[src/rtl/ws2812_frame_ctrl.sv]
// ws2812_frame_ctrl: WS2812 frame sequencer and NRZ serialiser.
// Fetches LED_NUM 24-bit {G,R,B} words and streams them on dout.
// Ports: sys_clk, sys_rst_n (async, active-low), ws2812_start (frame
//   request), cfg_data (current word), cfg_start (word latched / advance),
//   dout (DIN line), busy (frame in progress), frame_done (end of gap).
// Option: define WS2812_INV_EN for an inverted dout (idle level 1).
module ws2812_frame_ctrl #(
  parameter int LED_NUM    = 64,
  parameter int BIT_CLKS   = 62,
  parameter int T0H_CLKS   = 20,
  parameter int T1H_CLKS   = 40,
  parameter int RESET_CLKS = 15000
) (
  input  logic        sys_clk,
  input  logic        sys_rst_n,
  input  logic        ws2812_start,
  input  logic [23:0] cfg_data,
  output logic        cfg_start,
  output logic        dout,
  output logic        busy,
  output logic        frame_done
);

  localparam int CW = (BIT_CLKS > 1) ? $clog2(BIT_CLKS) : 1;
  localparam int LW = (LED_NUM > 1) ? $clog2(LED_NUM) : 1;
  localparam int RW = (RESET_CLKS > 1) ? $clog2(RESET_CLKS) : 1;

  localparam logic [CW-1:0] CLK_LAST = CW'(BIT_CLKS - 1);
  localparam logic [CW-1:0] T0H_C    = CW'(T0H_CLKS);
  localparam logic [CW-1:0] T1H_C    = CW'(T1H_CLKS);
  localparam logic [LW-1:0] LED_LAST = LW'(LED_NUM - 1);
  localparam logic [RW-1:0] RST_LAST = RW'(RESET_CLKS - 1);

`ifdef WS2812_INV_EN
  localparam logic IDLE_LVL = 1'b1;
`else
  localparam logic IDLE_LVL = 1'b0;
`endif

  localparam logic [1:0] S_IDLE  = 2'd0;
  localparam logic [1:0] S_LOAD  = 2'd1;
  localparam logic [1:0] S_SEND  = 2'd2;
  localparam logic [1:0] S_RESET = 2'd3;

  logic [1:0]    state;
  logic [23:0]   shift_reg;
  logic [CW-1:0] clk_cnt;
  logic [4:0]    bit_cnt;
  logic [LW-1:0] led_cnt;
  logic [RW-1:0] rst_cnt;
  logic          pending;

  logic [CW-1:0] hi_thr;
  logic          bit_hi;
  logic          last_clk;
  logic          last_bit;
  logic          last_led;
  logic          last_rst;

  assign hi_thr   = shift_reg[23] ? T1H_C : T0H_C;
  assign bit_hi   = (clk_cnt < hi_thr);
  assign last_clk = (clk_cnt == CLK_LAST);
  assign last_bit = (bit_cnt == 5'd23);
  assign last_led = (led_cnt == LED_LAST);
  assign last_rst = (rst_cnt == RST_LAST);

  assign busy = (state != S_IDLE);

  always_ff @(posedge sys_clk or negedge sys_rst_n) begin
    if (!sys_rst_n) begin
      state      <= S_IDLE;
      shift_reg  <= '0;
      clk_cnt    <= '0;
      bit_cnt    <= '0;
      led_cnt    <= '0;
      rst_cnt    <= '0;
      pending    <= 1'b0;
      cfg_start  <= 1'b0;
      frame_done <= 1'b0;
      dout       <= IDLE_LVL;
    end else begin
      cfg_start  <= 1'b0;
      frame_done <= 1'b0;
      // Requests while busy collapse into one follow-up frame.
      if (ws2812_start && state != S_IDLE)
        pending <= 1'b1;
      case (state)
        S_IDLE: begin
          dout <= IDLE_LVL;
          if (ws2812_start)
            state <= S_LOAD;
        end
        S_LOAD: begin
          dout      <= IDLE_LVL;
          shift_reg <= cfg_data;
          led_cnt   <= '0;
          bit_cnt   <= '0;
          clk_cnt   <= '0;
          cfg_start <= 1'b1;
          state     <= S_SEND;
        end
        S_SEND: begin
          dout <= bit_hi ^ IDLE_LVL;
          if (last_clk) begin
            clk_cnt <= '0;
            if (last_bit) begin
              bit_cnt <= '0;
              if (last_led) begin
                state   <= S_RESET;
                rst_cnt <= '0;
              end else begin
                // Next word loads seamlessly to keep the bit period exact.
                shift_reg <= cfg_data;
                cfg_start <= 1'b1;
                led_cnt   <= led_cnt + 1'b1;
              end
            end else begin
              bit_cnt   <= bit_cnt + 5'd1;
              shift_reg <= {shift_reg[22:0], 1'b0};
            end
          end else begin
            clk_cnt <= clk_cnt + 1'b1;
          end
        end
        S_RESET: begin
          dout <= IDLE_LVL;
          if (last_rst) begin
            frame_done <= 1'b1;
            rst_cnt    <= '0;
            if (pending || ws2812_start) begin
              state   <= S_LOAD;
              pending <= 1'b0;
            end else begin
              state <= S_IDLE;
            end
          end else begin
            rst_cnt <= rst_cnt + 1'b1;
          end
        end
        default: state <= S_IDLE;
      endcase
    end
  end

endmodule

[config.mk]
export PLATFORM = sky130hd
export DESIGN_NAME = ws2812_frame_ctrl
export DESIGN_NICKNAME = d
export VERILOG_FILES = /design/src/rtl/ws2812_frame_ctrl.sv
export SDC_FILE = /design/constraint.sdc
export NUM_CORES = 1
export LEC_CHECK = 0
export CAP_MARGIN = 40
export CORE_ASPECT_RATIO = 1.5
export CORE_MARGIN = 3
export CORE_UTILIZATION = 57
export CTS_CLUSTER_SIZE = 25
export DETAILED_ROUTE_END_ITERATION = 8
export PLACE_DENSITY = 0.83
export SLEW_MARGIN = 20
export SYNTH_ARGS = -nofsm -noshare
export SYNTH_HDL_FRONTEND = slang
export SYNTH_SLANG_ARGS = --single-unit
export TNS_END_PERCENT = 10
[constraint.sdc]
create_clock -name sys_clk -period 2.2 [get_ports sys_clk]
set_input_delay 0.44 -clock sys_clk [delete_from_list [all_inputs] [get_ports sys_clk]]
set_output_delay 0.44 -clock sys_clk [all_outputs]
set_load 0.01 [all_outputs]
=== Word level (Yosys, flattened, before mapping) ===
Index checks and enable logic that the tools add are counted.

* Input bits: 27
* Logic and storage cells: 78
* Register bits: 61
* Output and inout bits: 4

* Reductions and logical operators: 12
* Muxes and demuxes: 37
* $lt $le $gt $ge: 1
* Equal/unequal tests: 14
* $add $sub $neg: 4

{| class="wikitable"
|+ Operator list
! cell !! number
|-
| $mux 24 || 3
|-
| $mux 14 || 4
|-
| $pmux 24 s2 || 1
|-
| $mux 6 || 5
|-
| $pmux 14 s2 || 1
|-
| $pmux 6 s2 || 2
|-
| $add 14x1->14 const B || 1
|-
| $eq 14x14->1 const B || 1
|-
| $add 6x1->6 const B || 2
|-
| $eq 6x6->1 const B || 2
|-
| $ne 2x2->1 const B || 6
|-
| $mux 1 || 10
|-
| $mux 2 || 5
|-
| $mux 5 || 2
|-
| $pmux 5 s2 || 1
|-
| $pmux 2 s4 || 1
|-
| $reduce_and 4->1 || 2
|-
| $lt 6x6->1 || 1
|-
| $reduce_bool 2->1 || 3
|-
| $add 5x1->5 const B || 1
|-
| $eq 5x5->1 const B || 1
|-
| $reduce_and 5->1 || 1
|-
| $eq 2x2->1 const B || 2
|-
| $pmux 1 s2 || 2
|-
| other kinds (8) || 8
|}

=== Logic depth before layout (Yosys ltp) ===
Gate-level depths: netlist (run 1).

* Depth after elaboration: 6
* Depth in mapped cells: 8
* Gate-level depth less buffers: 7

=== Least setup slack after synthesis (run 1) ===
No wires, ideal clock.

* Path type: register to register
* Start: register bit_cnt[1]
* End: register rst_cnt[11]
* Library setup time: 0.069 ns
* Buffers on the path: 1
* Stages on the path, launching flop included: 8
* Path slack: 0.247 ns
* Period minus slack after synthesis: 1.953 ns
* Data arrival time: 1.884 ns
* Required time: 2.131 ns
* Cells stage by stage: dfrtp_1 > ha_1 > nand4b_4 > o41ai_4 > nand3_2 > buf_6 > or3_1 > nand3_1

* Longest elaborated chain between the ends: 3

{| class="wikitable"
|+ Ends and longest elaborated chain
! element !! line !! text
|-
| start: declaration || 48 || <nowiki>logic [4:0] bit_cnt;</nowiki>
|-
| start signal: assignment || 118 || <nowiki>bit_cnt <= bit_cnt + 5'd1;</nowiki>
|-
| $eq 5x5->1 || 63 || <nowiki>assign last_bit = (bit_cnt == 5'd23);</nowiki>
|-
| $ne 2x2->1 (no line) || -- ||
|-
| $reduce_and 4->1 (no line) || -- ||
|-
| end signal: assignment || 137 || <nowiki>rst_cnt <= rst_cnt + 1'b1;</nowiki>
|-
| end: declaration || 50 || <nowiki>logic [RW-1:0] rst_cnt;</nowiki>
|}

No other way between the ends.
A chain may end at the register's enable or synchronous reset.

=== Worst setup path after layout (run 1) ===
* Start: register bit_cnt[1]
* End: register rst_cnt[13]

The elaborated chain is that of the path after synthesis.

==> impl_metrics.py, run 1 <==
metrics = {
    "floorplan": {
        "die_area_um2": 6887,
        "fp.dieW_um": 68.77,
        "ioPinCount": 31,
        "die_y_um": 100.2,
        "rows": 33,
        "start_util_pct": 60.43,
        "core_um2": 5574,
    },
    "global_routing": {
        "met2_usage_pct": 38.34,
        "antenna_found_initial": 0,
        "first_global_vias": 2770,
        "busiest_layer": "met2",
        "grt-ovfl-total": 0,
        "grt_max_degree": 48,
        "grt_util_met3_pct": 6.719,
        "grt_pass1_wl_mm": 12.08,
        "grt.total_usage_pct": 23.25,
        "use_met1_pct": 27.21,
    },
    "power_and_ir_drop": {
        "pwr-share-comb_pct": 39.9,
        "pwr-share-clk_pct": 26.1,
        "ir_drop_mv": 0.8676,
        "finalPower_mw": 4.709,
        "swShare_pct": 36.12,
        "p_int_mw": 3.008,
        "seqPwrFrac_pct": 34.0,
        "power_density_nw_per_um2": 1153,
        "leakage_nw": 1.884,
        "power_switching_mw": 1.701,
    },
    "place": {
        "port_buffers": 30,
        "gp_congestion": 0.8835,
        "dp_hpwl_mm": 4.952,
        "placed_cell_area_um2": 3821,
        "place_ws_ns": 0.1689,
    },
    "layout": {
        "syn2layout_area_growth_pct": 21.29,
        "nets": 433,
        "layout_commonest_cell": "dfrtp_1",
        "fill_cells": 394,
        "stdcell_area_um2": 4085,
        "drive_gt1_share_pct": 9.548,
        "layout_common_cells": "dfrtp_1, nor2_1, a21oi_1, nand2_1, clkdlybuf4s50_1",
        "final_core_util_pct": 73.29,
        "n_antenna_cell": 0,
        "largest_reg_flops": 24,
    },
    "yosys": {
        "synth_mux_area_share_pct": 7.764,
        "ys_types": 49,
        "synth_compound_area_share_pct": 17.38,
        "synthesis.nets": 393,
        "async_reset_ff_share_pct": 100.0,
        "seq_area_frac_synth_pct": 45.32,
        "netlist_area_um2": 3368,
        "ys.flop_type": "dfrtp_1",
        "yosys_warnings": 0,
        "synth_fa_ha_area_share_pct": 4.829,
        "synth_area_per_cell_um2": 9.542,
        "synth_edf_count": 0,
        "synth_simple_gate_area_share_pct": 21.10,
        "synth_top_family_by_area": "simple AND/OR/NAND/NOR gates",
        "synth_cells": 353,
        "synth_xor_area_share_pct": 0.2600,
        "synth-seq-cells": 61,
    },
    "setup_path": {
        "cp.required_ns": 2.49,
        "critPathMaxFanout": 8,
        "crit_arrival_ns": 2.33,
        "critPathCaptureType": "register",
        "worstSetupStartpointType": "register",
        "path_class": "reg2reg",
    },
    "detailed_routing": {
        "routed_wl_mm": 7.265,
        "firstDrtPassIters": 5,
        "wl_per_cell_um": 15.52,
        "vias": 2807,
        "vias_per_cell": 5.998,
        "drt-initial-drc-count": 168,
        "ant_nets": 0,
        "route.detailed.drc": 0,
    },
    "cts": {
        "cts_buffer_depth": 2,
        "clock-root-buffer": "clkbuf_8",
        "insertion_delay_ns": 0.35,
        "clk_pin_slew_ns": 0.07,
        "holdBufCountCts": 0,
        "numCtsBuffers": 9,
        "ctsHtreeMaxLevel": 3,
        "clock_sinks": 61,
        "cts_tree": "done",
    },
    "timing": {
        "final.setup.worst_slack_ns": 0.1538,
        "min_period_ns": 2.046,
        "fmax_mhz": 488.7,
        "final.setup_skew_ns": 0.007305,
        "slew_headroom_pct": 52.54,
        "finalSetupTns_ns": 0,
        "slew_violations": 0,
        "hold_violations": 0,
        "rsz0062_at_grt": "no",
        "setup_viol": 0,
        "worstMarginPinSlew_ns": 0.7118,
        "timing.final.crit_share_pct": 93.01,
    },
    "flow_run": {
        "drv_cap": 0,
    },
    "worst_hold_path": {
        "min_path_type": "in2async",
    },
    "outcome": {
        "status": "complete, no violations",
    },
}
## repair_timing
action	in CTS	in global routing
hold endpoints to repair	0	0
setup endpoints to repair	1	1
resized for setup	0	1
buffers inserted	1	1
## worst max-delay path: stages (launching register included)
cell	delay (ns)
dfrtp_1	0.38
ha_1	0.26
nand4b_4	0.21
o41ai_4	0.42
nand3_2	0.19
or4_1	0.45
nand2_1	0.08
## cells by family (layout without fill, tap and decap cells)
family | Yosys count | after routing
AND/OR/NAND/NOR | 134 | 134
multiplexers | 26 | 26
flip-flops | 61 | 61
XOR/XNOR | 1 | 1
adder cells (fa/ha/maj) | 13 | 13
AO/OA/AOI/OAI | 91 | 91
buffers and inverters | 27 | 72
## cell usage after synthesis (all sizes together) (2+ instances only)
library cell / instances / area, um^2
buf: 8 / 41.28
ha: 13 / 162.7
nand2: 31 / 116.4
nor3b: 4 / 30.03
inv: 13 / 48.80
and3: 8 / 50.05
a21boi: 2 / 15.01
o31ai: 5 / 37.54
a21oi: 33 / 165.2
o41ai: 2 / 36.29
o21ai: 24 / 120.1
clkbuf: 6 / 22.52
and2: 2 / 12.51
dfrtp: 61 / 1526
nand4: 6 / 37.54
mux2i: 25 / 250.2
nand3: 23 / 132.6
o311ai: 2 / 17.52
o22ai: 3 / 18.77
a31oi: 2 / 12.51
nor3: 3 / 15.01
or3: 4 / 25.02
o21a: 3 / 22.52
and4: 5 / 43.79
nand4b: 4 / 50.05
a21o: 9 / 67.56
nand2b: 2 / 12.51
nor2: 35 / 131.4
## layer usage
metal  up-vias  routed length [um]
met2        92                3714
met1      1333                2972
met5         -                   0
met3        18                 411
met4         0                 167
li1       1364                   -
## cell type report
| type | count | area, um^2 | share of cell area, % |
|---|---|---|---|
| clock inverter | 7 | 122.6 | 3.002 |
| tap | 70 | 87.58 | 2.144 |
| multi-input combinational | 265 | 1743 | 42.66 |
| sequential | 61 | 1526 | 37.37 |
| timing repair buffer | 43 | 432.9 | 10.60 |
| clock buffer | 9 | 123.9 | 3.032 |
| inverter | 13 | 48.80 | 1.194 |
## per-stage QoR
stage	instances	hold slack, ns
floorplan	353	0.1444
global placement	450	0.4631
detailed placement	450	0.4716
CTS	467	0.09591
global route	468	0.1083
finish	468	0.08395
## power by group through the flow
stage	Combinational (mW)	Clock [mW]	Sequential (mW)
floorplan	1.31	0	1.59
detailed placement	1.83	0	1.63
CTS	1.87	1.25	1.60
global route	2.10	1.29	1.63
finish	1.88	1.23	1.60
global placement	1.76	0	1.61
## final timing paths
kind | end | slack (ns) | startpoint | cells past startpoint
max | rst_cnt[13] | 0.15 | bit_cnt[1] | 6
min | shift_reg[22] | 0.08 | sys_rst_n | 1
max reg2reg | rst_cnt[13] | 0.15 | bit_cnt[1] | 6
min reg2reg | pending | 0.52 | pending | 2
max in group asynchronous | shift_reg[14] | 1.52 | sys_rst_n | 2
min in group sys_clk | pending | 0.52 | pending | 2
No activity file was read; power rests on OpenSTA's default activity.
==> run 2, diff against run 1 <==
- HOLD_SLACK_MARGIN: unset -> 0.12
- SETUP_SLACK_MARGIN: unset -> 0.2
==> run 2 against run 1 <==
Net effect:
- fmax increased by 0.32%
- non-clock buffer count up 1
- global-route usage is 0.14 points higher
- highest routed layer unchanged
- setup slack improved by 0.0064 ns
- die area is the same
- final area grew 0.86%
- clock skew hardly changed
- largest cell class unchanged
- clock power barely moved
- via count decreased by 0.50%
- first-iteration DRC count is 3.0% lower
==> impl_metrics.py, run 2 (synthesis results as in run 1) <==
metrics = {
    "outcome": {
        "status": "complete, no violations",
    },
    "cts": {
        "insertion_delay_ns": 0.35,
        "clock_sinks": 61,
        "ctsHtreeMaxLevel": 3,
        "clk_pin_slew_ns": 0.07,
        "cts_buffer_depth": 2,
        "clock-root-buffer": "clkbuf_8",
        "cts_tree": "done",
        "numCtsBuffers": 9,
    },
    "timing": {
        "worstMarginPinSlew_ns": 0.7139,
        "fmax_mhz": 490.3,
        "rsz0062_at_grt": "yes",
        "timing.final.crit_share_pct": 92.72,
        "slew_violations": 0,
        "min_period_ns": 2.040,
        "final.setup.worst_slack_ns": 0.1602,
        "hold_violations": 0,
        "slew_headroom_pct": 52.41,
        "final.setup_skew_ns": 0.007021,
        "setup_viol": 0,
        "finalSetupTns_ns": 0,
    },
    "layout": {
        "fill_cells": 393,
        "syn2layout_area_growth_pct": 22.33,
        "largest_reg_flops": 24,
        "final_core_util_pct": 73.92,
        "layout_common_cells": "dfrtp_1, nor2_1, a21oi_1, nand2_1, clkdlybuf4s50_1",
        "n_antenna_cell": 0,
        "stdcell_area_um2": 4120,
        "layout_commonest_cell": "dfrtp_1",
        "drive_gt1_share_pct": 10.78,
        "nets": 434,
    },
    "power_and_ir_drop": {
        "power_density_nw_per_um2": 1144,
        "finalPower_mw": 4.715,
        "ir_drop_mv": 0.8727,
        "leakage_nw": 1.885,
    },
    "global_routing": {
        "grt.total_usage_pct": 23.39,
        "grt_max_degree": 48,
        "grt-ovfl-total": 0,
        "antenna_found_initial": 0,
        "first_global_vias": 2785,
        "grt_pass1_wl_mm": 12.14,
    },
    "floorplan": {
        "die_y_um": 100.2,
        "ioPinCount": 31,
        "core_um2": 5574,
        "start_util_pct": 60.43,
        "rows": 33,
        "die_area_um2": 6887,
        "fp.dieW_um": 68.77,
    },
    "place": {
        "port_buffers": 30,
        "gp_congestion": 0.8835,
        "place_ws_ns": 0.1689,
        "placed_cell_area_um2": 3821,
        "dp_hpwl_mm": 4.952,
    },
    "detailed_routing": {
        "routed_wl_mm": 7.289,
        "ant_nets": 0,
        "vias": 2793,
        "firstDrtPassIters": 4,
        "vias_per_cell": 5.955,
        "route.detailed.drc": 0,
        "wl_per_cell_um": 15.54,
        "drt-initial-drc-count": 163,
    },
    "setup_path": {
        "cp.required_ns": 2.49,
        "worstSetupStartpointType": "register",
        "critPathMaxFanout": 6,
        "crit_arrival_ns": 2.33,
        "critPathCaptureType": "register",
        "path_class": "reg2reg",
    },
    "flow_run": {
        "drv_cap": 0,
    },
    "worst_hold_path": {
        "min_path_type": "reg2reg",
    },
}
-- run 2: cell types whose count changed in the layout (fill, tap and decap cells not counted), sizes merged --
cell | previous run | this run
dlymetal6s2s | 1 | 0
dlygate4sd3 | 0 | 1
dlygate4sd2 | 0 | 1
-- run 2: layer usage --
metal  vias up  track usage, %  routed length (um)
met2        97           38.85                3729
met5         -               0                   0
met3        20           6.719                 391
li1       1361               -                   -
met1      1315           27.13                2983
met4         0           10.81                 184
-- run 2: power by group --
| part | switching [mW] | internal [mW] |
|---|---|---|
| combinational | 1.06 | 0.840 |
| sequential | 0.177 | 1.42 |
| clock | 0.466 | 0.757 |
-- run 2: area by class of cell --
class	instances	area [um^2]	share of cell area, %
repair buffers	44	439.2	10.66
clock inverters	7	122.6	2.976
inverters	13	48.80	1.184
clock buffers	9	123.9	3.006
well taps	70	87.58	2.126
multi-input cells	265	1772	43.00
flip-flops and latches	61	1526	37.05
-- run 2: worst paths after layout --
| kind | startpoint | endpoint | slack [ns] | cells after the start |
|---|---|---|---|---|
| worst max-delay path | clk_cnt[1] | rst_cnt[13] | 0.16 | 7 |
| worst min-delay path | pending | pending | 0.52 | 2 |
| worst max register to register | clk_cnt[1] | rst_cnt[13] | 0.16 | 7 |
| worst min register to register | pending | pending | 0.52 | 2 |
| max in group asynchronous | sys_rst_n | shift_reg[14] | 0.97 | 3 |
| min in group asynchronous | sys_rst_n | shift_reg[22] | 0.62 | 2 |
-- run 2: per-stage QoR --
stage	hold slack (ns)	std cells
after floorplan	0.1444	353
after global placement	0.4631	450
after detailed placement	0.4716	450
after CTS	0.5312	469
after global routing	0.5630	469
final	0.5248	469
-- run 2: worst max-delay path, stage by stage, from the launching register on --
cell	delay, ns
dfrtp_1	0.41
inv_1	0.12
ha_4	0.15
nand4_1	0.16
o41ai_4	0.42
nand3_2	0.20
or4_4	0.45
nand2_1	0.08
-- run 2: what timing repair did --
action | CTS | global route
hold buffers | 1 | 0
endpoints found under the hold margin | 24 | 0
gates resized for setup | 1 | 6
buffers inserted | 2 | 0
pin swaps | 0 | 2
endpoints found under the setup margin | 5 | 40
==> run 3, diff against run 2 <==
- HOLD_SLACK_MARGIN: 0.12 -> unset
==> run 3 against run 2 <==
Net effect:
- routed wire length about the same
- hold slack got worse by 0.44 ns
- critical endpoint unchanged
- via count decreased by 0.47%
- clock power about the same
- clock-buffer cell count unchanged
- clock skew about the same
- global-route usage about the same
- total power about the same
- die area unchanged
- combinational power about the same
==> impl_metrics.py, run 3 (synthesis results as in run 1) <==
metrics = {
    "setup_path": {
        "path_buf_inv": 1,
        "crit_arrival_ns": 2.33,
        "path_class": "reg2reg",
        "path_cells": "inv_1 -> ha_4 -> nand4_1 -> o41ai_4 -> nand3_2 -> or4_4 -> nand2_1",
        "r2r-start": "clk_cnt[1]",
        "setup.worst_path.start": "clk_cnt[1]",
        "cp_slowest_cell": "or4_4",
        "worstSetupStartpointType": "register",
        "crit_family": "simple AND/OR/NAND/NOR gates",
        "max_stage_delay_ns": 0.45,
        "cp.required_ns": 2.49,
        "critPathCaptureType": "register",
        "critPathMaxFanout": 6,
    },
    "detailed_routing": {
        "firstDrtPassIters": 4,
        "routed_wl_mm": 7.287,
        "vias": 2780,
        "vias_per_cell": 5.940,
        "route.detailed.drc": 0,
        "ant_nets": 0,
        "drt-initial-drc-count": 161,
        "wl_per_cell_um": 15.57,
    },
    "global_routing": {
        "grt_pass1_wl_mm": 12.12,
        "first_global_vias": 2783,
        "antenna_found_initial": 0,
        "grt.total_usage_pct": 23.34,
        "grt_max_degree": 48,
        "grt-ovfl-total": 0,
    },
    "timing": {
        "setup_viol": 0,
        "min_period_ns": 2.040,
        "final.setup_skew_ns": 0.006897,
        "whs_ns": 0.08709,
        "slew_violations": 0,
        "timing.final.crit_share_pct": 92.72,
        "fmax_mhz": 490.2,
        "worstMarginPinSlew_ns": 0.7115,
        "rsz0062_at_grt": "yes",
        "finalSetupTns_ns": 0,
        "slew_headroom_pct": 52.57,
        "hold_violations": 0,
    },
    "layout": {
        "largest_reg_flops": 24,
        "stdcell_area_um2": 4110,
        "fin_cells": 468,
        "layout_commonest_cell": "dfrtp_1",
        "syn2layout_area_growth_pct": 22.03,
        "layout_common_cells": "dfrtp_1, nor2_1, a21oi_1, nand2_1, clkdlybuf4s50_1",
        "n_antenna_cell": 0,
        "seq_area_um2": 1526,
        "drive_gt1_share_pct": 10.80,
        "fill_cells": 394,
        "nets": 433,
        "multi_input_area_um2": 1772,
    },
    "floorplan": {
        "start_util_pct": 60.43,
        "core_um2": 5574,
        "die_area_um2": 6887,
        "fp.dieW_um": 68.77,
        "die_y_um": 100.2,
        "ioPinCount": 31,
        "rows": 33,
    },
    "outcome": {
        "status": "complete, no violations",
    },
    "place": {
        "placed_cell_area_um2": 3821,
        "port_buffers": 30,
        "gp_congestion": 0.8835,
        "dp_cells": 450,
        "dp_hpwl_mm": 4.952,
    },
    "power_and_ir_drop": {
        "ir_drop_mv": 0.8764,
        "leakage_nw": 1.881,
        "power_density_nw_per_um2": 1148,
    },
    "cts": {
        "cts_buffer_depth": 2,
        "cts_tree": "done",
        "clock-root-buffer": "clkbuf_8",
        "clk_pin_slew_ns": 0.07,
        "holdBufCountCts": 0,
        "clock_sinks": 61,
        "ctsHtreeMaxLevel": 3,
        "insertion_delay_ns": 0.35,
        "numCtsBuffers": 9,
    },
    "flow_run": {
        "drv_cap": 0,
    },
    "worst_hold_path": {
        "min_path_type": "in2async",
    },
}
run 3: final cells by class:
type / instances / share of cell area, %
Multi-Input combinational cell: 265 / 43.11
Sequential cell: 61 / 37.14
Timing Repair Buffer: 43 / 10.44
Clock buffer: 9 / 3.014
Clock inverter: 7 / 2.983
Tap cell: 70 / 2.131
Inverter: 13 / 1.187
run 3: worst paths after layout:
check	endpoint	slack [ns]	cells past startpoint
min in group sys_clk	pending	0.53	2
max reg2reg	rst_cnt[13]	0.16	7
max	rst_cnt[13]	0.16	7
min reg2reg	pending	0.53	2
max in group asynchronous	shift_reg[14]	1.51	2
min	shift_reg[22]	0.09	1
run 3: power breakdown:
group / total [mW] / internal, mW / switching, mW
combinational: 1.89 / 0.839 / 1.06
clock: 1.23 / 0.757 / 0.471
sequential: 1.59 / 1.42 / 0.178
run 3: worst reg2reg max path: cells and delay by family (launching register included):
kind / cells / cell delay [ns]
AO/OA/AOI/OAI: 1 / 0.42
adder cells (fa/ha/maj): 1 / 0.15
flip-flops: 1 / 0.41
buffers and inverters: 1 / 0.12
AND/OR/NAND/NOR: 4 / 0.89
run 3: layer usage:
layer	up-vias	share of wire [%]	wire length, um	global-route usage, %
met5	-	0	0	0
met4	0	2.5	182	10.81
met1	1312	41	3008	27.13
met3	17	5.1	368	6.719
li1	1360	-	-	-
met2	91	51	3727	38.70
run 3: metrics by stage:
stage	util [%]	power (mW)	worst slack, ns
4_1_cts	73.22	4.730	0.1641
5_1_grt	73.74	5.042	0.08296
3_5_place_dp	68.55	3.455	0.1689
6_report	73.74	4.717	0.1602
2_1_floorplan	-	2.899	0.2474
3_3_place_gp	68.55	3.376	0.2510
run 3: timing repair:
item                       in CTS  in global routing
resized for setup               1                  6
setup endpoints to repair       5                 40
buffers inserted                2                  0
pin swaps                       0                  2
